===== config.mk =====
export PLATFORM = sky130hd
export DESIGN_NAME = sudoku_wb_arbiter
export DESIGN_NICKNAME = d
export VERILOG_FILES = /design/src/rtl/sudoku_wb_pkg.sv /design/src/rtl/wb_watchdog.sv /design/src/rtl/sudoku_wb_arbiter.sv
export SDC_FILE = /design/constraint.sdc
export NUM_CORES = 1
export LEC_CHECK = 0
export CAP_MARGIN = 20
export CORE_AREA = 2 2 124 126
export CTS_BUF_LIST = sky130_fd_sc_hd__clkbuf_4
export DETAILED_ROUTE_END_ITERATION = 6
export DIE_AREA = 0 0 126 128
export DONT_BUFFER_PORTS = 1
export SYNTH_ARGS = -nofsm -noshare
export SYNTH_HDL_FRONTEND = slang
export SYNTH_SLANG_ARGS = --single-unit

===== constraint.sdc =====
create_clock -name wb_clk_i -period 2.5 [get_ports wb_clk_i]
set_clock_uncertainty 0.15 [all_clocks]
set_input_delay 0.25 -clock wb_clk_i [delete_from_list [all_inputs] [get_ports wb_clk_i]]
set_output_delay 0.25 -clock wb_clk_i [all_outputs]
set_load 0.02 [all_outputs]

===== src/rtl/sudoku_wb_pkg.sv =====
// Shared types and address map for the sudoku accelerator Wishbone front end.
// Holds the arbiter state encoding and the slave window constants.
package sudoku_wb_pkg;

    typedef enum logic [2:0] {
        ST_IDLE,
        ST_BUS0,
        ST_BUS1,
        ST_ABORT0,
        ST_ABORT1
    } state_t;

    localparam logic [31:0] SUDOKU_BASE = 32'h3000_0000;
    localparam logic [31:0] UART_BASE   = 32'h3080_0000;
    localparam logic [31:0] WIN_MASK    = 32'hFFF0_0000;

    function automatic logic in_window(
        input logic [31:0] adr,
        input logic [31:0] base
    );
        return (adr & WIN_MASK) == base;
    endfunction

endpackage


===== src/rtl/wb_watchdog.sv =====
// Per-strobe wait counter for the Wishbone arbiter.
// Flags expiry on the last allowed wait cycle; TIMEOUT=0 disables it.
module wb_watchdog #(
    parameter int TIMEOUT = 255,
    parameter int TW      = 8
) (
    input  logic clk,
    input  logic rst_n,
    input  logic en,
    input  logic clr,
    output logic expire
);

    logic [TW-1:0] cnt;

    // Count stalled strobe cycles, restart whenever the stall ends
    always_ff @(posedge clk or negedge rst_n) begin
        if (!rst_n) begin
            cnt <= '0;
        end else if (clr) begin
            cnt <= '0;
        end else if (en) begin
            cnt <= cnt + 1'b1;
        end
    end

    generate
        if (TIMEOUT == 0) begin : g_off
            assign expire = 1'b0;
        end else begin : g_on
            assign expire = en & (cnt == TW'(TIMEOUT - 1));
        end
    endgenerate

endmodule


===== src/rtl/sudoku_wb_arbiter.sv =====
// Two-master round-robin Wishbone classic arbiter for the accelerator slave.
// Grants whole bus cycles and aborts hung transfers with an error.
module sudoku_wb_arbiter
    import sudoku_wb_pkg::*;
#(
    parameter int AW      = 32,
    parameter int DW      = 32,
    parameter int TIMEOUT = 255,
    parameter int TW      = 8
) (
    input  logic            wb_clk_i,
    input  logic            wb_rst_n_i,
    input  logic            m0_cyc_i,
    input  logic            m0_stb_i,
    input  logic            m0_we_i,
    input  logic [AW-1:0]   m0_adr_i,
    input  logic [DW-1:0]   m0_dat_i,
    input  logic [DW/8-1:0] m0_sel_i,
    output logic            m0_ack_o,
    output logic            m0_err_o,
    output logic [DW-1:0]   m0_dat_o,
    input  logic            m1_cyc_i,
    input  logic            m1_stb_i,
    input  logic            m1_we_i,
    input  logic [AW-1:0]   m1_adr_i,
    input  logic [DW-1:0]   m1_dat_i,
    input  logic [DW/8-1:0] m1_sel_i,
    output logic            m1_ack_o,
    output logic            m1_err_o,
    output logic [DW-1:0]   m1_dat_o,
    output logic            s_cyc_o,
    output logic            s_stb_o,
    output logic            s_we_o,
    output logic [AW-1:0]   s_adr_o,
    output logic [DW-1:0]   s_dat_o,
    output logic [DW/8-1:0] s_sel_o,
    input  logic            s_ack_i,
    input  logic [DW-1:0]   s_dat_i,
    output logic [1:0]      grant_o,
    output logic            timeout_o
);

    state_t state;
    state_t next;
    logic   last;
    logic   wd_en;
    logic   expire;

    wire req0 = m0_cyc_i & m0_stb_i;
    wire req1 = m1_cyc_i & m1_stb_i;

    assign wd_en = ((state == ST_BUS0) || (state == ST_BUS1))
                 & s_stb_o & ~s_ack_i;

    wb_watchdog #(
        .TIMEOUT (TIMEOUT),
        .TW      (TW)
    ) u_wdog (
        .clk    (wb_clk_i),
        .rst_n  (wb_rst_n_i),
        .en     (wd_en),
        .clr    (~wd_en),
        .expire (expire)
    );

    // State and round-robin history; last owner is recorded on release
    always_ff @(posedge wb_clk_i or negedge wb_rst_n_i) begin
        if (!wb_rst_n_i) begin
            state <= ST_IDLE;
            last  <= 1'b1;
        end else begin
            state <= next;
            if ((state == ST_BUS0 && next == ST_IDLE) || state == ST_ABORT0)
                last <= 1'b0;
            else if ((state == ST_BUS1 && next == ST_IDLE) || state == ST_ABORT1)
                last <= 1'b1;
        end
    end

    // Next-state selection and owner-to-slave routing
    always_comb begin
        next      = state;
        s_cyc_o   = 1'b0;
        s_stb_o   = 1'b0;
        s_we_o    = 1'b0;
        s_adr_o   = '0;
        s_dat_o   = '0;
        s_sel_o   = '0;
        m0_ack_o  = 1'b0;
        m0_err_o  = 1'b0;
        m0_dat_o  = '0;
        m1_ack_o  = 1'b0;
        m1_err_o  = 1'b0;
        m1_dat_o  = '0;
        grant_o   = 2'b00;
        timeout_o = 1'b0;
        unique case (state)
            ST_IDLE: begin
                if (req0 && req1)
                    next = last ? ST_BUS0 : ST_BUS1;
                else if (req0)
                    next = ST_BUS0;
                else if (req1)
                    next = ST_BUS1;
            end
            ST_BUS0: begin
                grant_o  = 2'b01;
                s_cyc_o  = m0_cyc_i;
                s_stb_o  = m0_stb_i;
                s_we_o   = m0_we_i;
                s_adr_o  = m0_adr_i;
                s_dat_o  = m0_dat_i;
                s_sel_o  = m0_sel_i;
                m0_ack_o = s_ack_i;
                m0_dat_o = s_dat_i;
                if (!m0_cyc_i)
                    next = ST_IDLE;
                else if (expire)
                    next = ST_ABORT0;
            end
            ST_BUS1: begin
                grant_o  = 2'b10;
                s_cyc_o  = m1_cyc_i;
                s_stb_o  = m1_stb_i;
                s_we_o   = m1_we_i;
                s_adr_o  = m1_adr_i;
                s_dat_o  = m1_dat_i;
                s_sel_o  = m1_sel_i;
                m1_ack_o = s_ack_i;
                m1_dat_o = s_dat_i;
                if (!m1_cyc_i)
                    next = ST_IDLE;
                else if (expire)
                    next = ST_ABORT1;
            end
            ST_ABORT0: begin
                grant_o   = 2'b01;
                m0_err_o  = 1'b1;
                timeout_o = 1'b1;
                next      = ST_IDLE;
            end
            ST_ABORT1: begin
                grant_o   = 2'b10;
                m1_err_o  = 1'b1;
                timeout_o = 1'b1;
                next      = ST_IDLE;
            end
            default: next = ST_IDLE;
        endcase
    end

endmodule


==> flow_metrics.py <==
metrics = {
    "setup_path": {
        "arrival_ns": 1.96,
        "crit_chain": "nor2b_4 -> and2b_4 -> buf_12 -> a22o_1 -> buf_12",
        "cp.required_ns": 2.10,
        "crit_path_end_kind": "primary output",
        "cpPeakStageDelay_ns": 0.47,
        "crit_buf_inv": 2,
        "crit_slowest_cell": "dfrtp_2",
        "critPathLaunchType": "flop",
        "crit_path_frequent_cell": "buf_12",
        "critical_path_class": "reg2out",
        "cp_top_family": "simple AND/OR/NAND/NOR gates",
        "cp_max_fo": 21,
    },
    "clock_network": {
        "cts_made_buffers": 3,
        "insertion_delay_ns": 0.27,
        "cts_max_level": 1,
        "path_clk_slew_ns": 0.08,
        "cts_tree": "built",
        "cts_max_path_buffers": 2,
        "cts-root-buf": "clkbuf_4",
        "cts.sinks": 12,
    },
    "sta": {
        "slew_viol_final": 0,
        "fin_crit_ns": 2.36,
        "fmax_mhz": 424,
        "hold_violations": 0,
        "tns_ns": 0,
        "setup_viol": 0,
        "relSlewSlack_pct": 60.4,
        "period_share_pct": 94.4,
        "worst_pin_slew_ns": 0.593,
        "rsz0062_at_grt": "no",
    },
    "yosys": {
        "synth_seq_cells": 12,
        "netlist_area_sq_mm": 0.00183,
        "ys_types": 31,
        "synth_area_leader_cell": "a22o_1",
        "yosys_warnings": 0,
        "synth_top_cell_area_share_pct": 33.5,
        "synth_fp_nets": 413,
        "netlist_instances": 234,
        "ys_top_cells_by_area": "a22o_1, and2_1, dfrtp_1, buf_2, nor2_1",
        "ys_seq_area_share_pct": 16.5,
        "avgSynthCellArea_sq_um": 7.82,
    },
    "global_route": {
        "grt_usage_pct": 11.4,
        "antenna_found_initial": 2,
        "grt_remaining_overflow": 0,
        "grt_pass1_wl_um": 13000,
        "grt_pass1_vias": 1773,
        "grt_max_degree": 76,
    },
    "floorplan": {
        "core_region_area_sq_mm": 0.0149,
        "start_util_pct": 12.3,
        "die_h_um": 128,
        "dieArea_sq_mm": 0.0161,
        "io_pins": 319,
        "die_w_um": 126,
        "rows": 45,
    },
    "power_and_ir_drop": {
        "p_seq_share_pct": 19.4,
        "ir_worst_vdd_v": 0.000135,
        "power_density_mw_per_mm2": 542,
        "p_comb_share_pct": 70.9,
        "swShare_pct": 54.8,
        "p_clk_share_pct": 9.7,
        "p_switching_w": 0.000679,
        "power.leakage_nw": 0.902,
        "power_w": 0.00124,
        "intPower_w": 0.000559,
    },
    "detailed_routing": {
        "wl_um": 11000,
        "vias": 1992,
        "drc": 0,
        "drtIter0Drc": 151,
        "drt-met1-wl_um": 4400,
        "wl_per_cell_um": 26.0,
        "met3_length_um": 1650,
        "dr.pass1.iters": 4,
        "antenna_left": 0,
        "wl_met2_um": 4930,
        "highest_layer": "met5",
        "via_per_inst": 4.69,
    },
    "flow_run": {
        "cap_violations": 0,
    },
    "final_layout": {
        "drive_gt1_share_pct": 14.8,
        "area_delta_synth_final_pct": 24.8,
        "nets": 416,
        "final_common_cell": "and2_1",
        "final_cell_mix": "and2_1, a22o_1, nor2_1, buf_4",
        "fin_area_sq_mm": 0.00228,
    },
    "status": {
        "outcome": "completed",
    },
    "placement": {
        "postPlaceCellArea_sq_mm": 0.00221,
        "finalWeightedCongestion": 0.834,
        "portBuffers": 0,
        "hpwl_um": 9500,
    },
    "worst_hold_path": {
        "hold_class": "in2reg",
    },
}
==> metrics by stage <==
step	hold WS [ns]	utilization [%]	worst slack (ns)	instances
after floorplan	-0.196	-	0.680	234
after global placement	-0.195	14.9	0.254	416
after global routing	0.0150	15.3	0.0500	424
final	0.0316	15.4	0.141	425
after detailed placement	-0.195	14.9	0.203	416
after CTS	0.0207	15.1	0.00967	421
==> layer usage <==
layer,GRT usage [%],up-vias
met1,15.3,946
met2,16.9,185
met4,0.452,2
li1,-,855
met5,0,-
met3,6.18,4
==> what timing repair did <==
action	CTS	global route
buffers inserted	0	3
hold buffers	1	0
setup endpoints to repair	8	5
pin swaps	0	0
resized for setup	2	5
hold endpoints to repair	12	0
==> Yosys cell counts <==
cell and number:
ha_1 2, inv_1 2, nand3b_1 4, o211ai_1 2, xor2_1 5, buf_2 13
a21o_1 1, o21ai_0 3, nor2_1 15, dfstp_2 1, dfrtp_1 11, nand3_1 3
buf_4 2, and4_1 1, buf_6 1, and2b_4 1, xnor2_1 1, clkbuf_1 6
o2111a_1 1, and3b_1 1, clkbuf_2 3, or3_1 1, a22o_1 70, and2_1 68
nor2b_4 1, nand2b_1 2, nand4_1 3, nand2_1 6, a211o_1 1, nor3_1 1
a21oi_1 2
==> path summary, 6_finish.rpt <==
path,start,end,slack [ns],depth (start not counted)
hold / removal,m1_cyc_i,last,0.03,3
setup / recovery,state[0],s_dat_o[31],0.14,5
max in group asynchronous,wb_rst_n_i,state[0],1.57,1
setup reg to reg,state[0],state[1],0.65,4
hold reg to reg,u_wdog.cnt[5],u_wdog.cnt[5],0.39,2
min in group asynchronous,wb_rst_n_i,u_wdog.cnt[1],0.25,1
==> cells by family after synthesis <==
group,synth area share [%]
XOR/XNOR,2.87
flip-flops,16.5
AND/OR/NAND/NOR,34.6
AO/OA/AOI/OAI,37.2
buffers and inverters,7.45
adder cells (fa/ha/maj),1.37
==> worst min-delay path: cells and delay by family <==
family          cells  cell delay (ns)
compound gates      1             0.09
simple gates        2             0.10
==> cell type report <==
cell class              instances  area, sq um
clock inverters                 1         3.75
flip-flops and latches         12          303
repair buffers                 23          304
well taps                     188          235
inverters                       2         7.51
fillers                      1688        12600
multi-input cells             195         1410
diodes                          1         2.50
clock buffers                   3         22.5
==> power by group through the flow <==
stage / clock [W] / combinational [W] / sequential (W)
finish: 0.000120 / 0.000878 / 0.000240
global route: 0.000136 / 0.000915 / 0.000242
CTS: 0.000126 / 0.000872 / 0.000239
detailed placement: 0 / 0.000860 / 0.000242
global placement: 0 / 0.000850 / 0.000239
floorplan: 0 / 0.000661 / 0.000229
==> sequential cells by signal (all words and copies together) (netlist names) <==
name and count:
u_wdog.cnt 8, last 1, state 3
(Power assumes the default switching activity.)
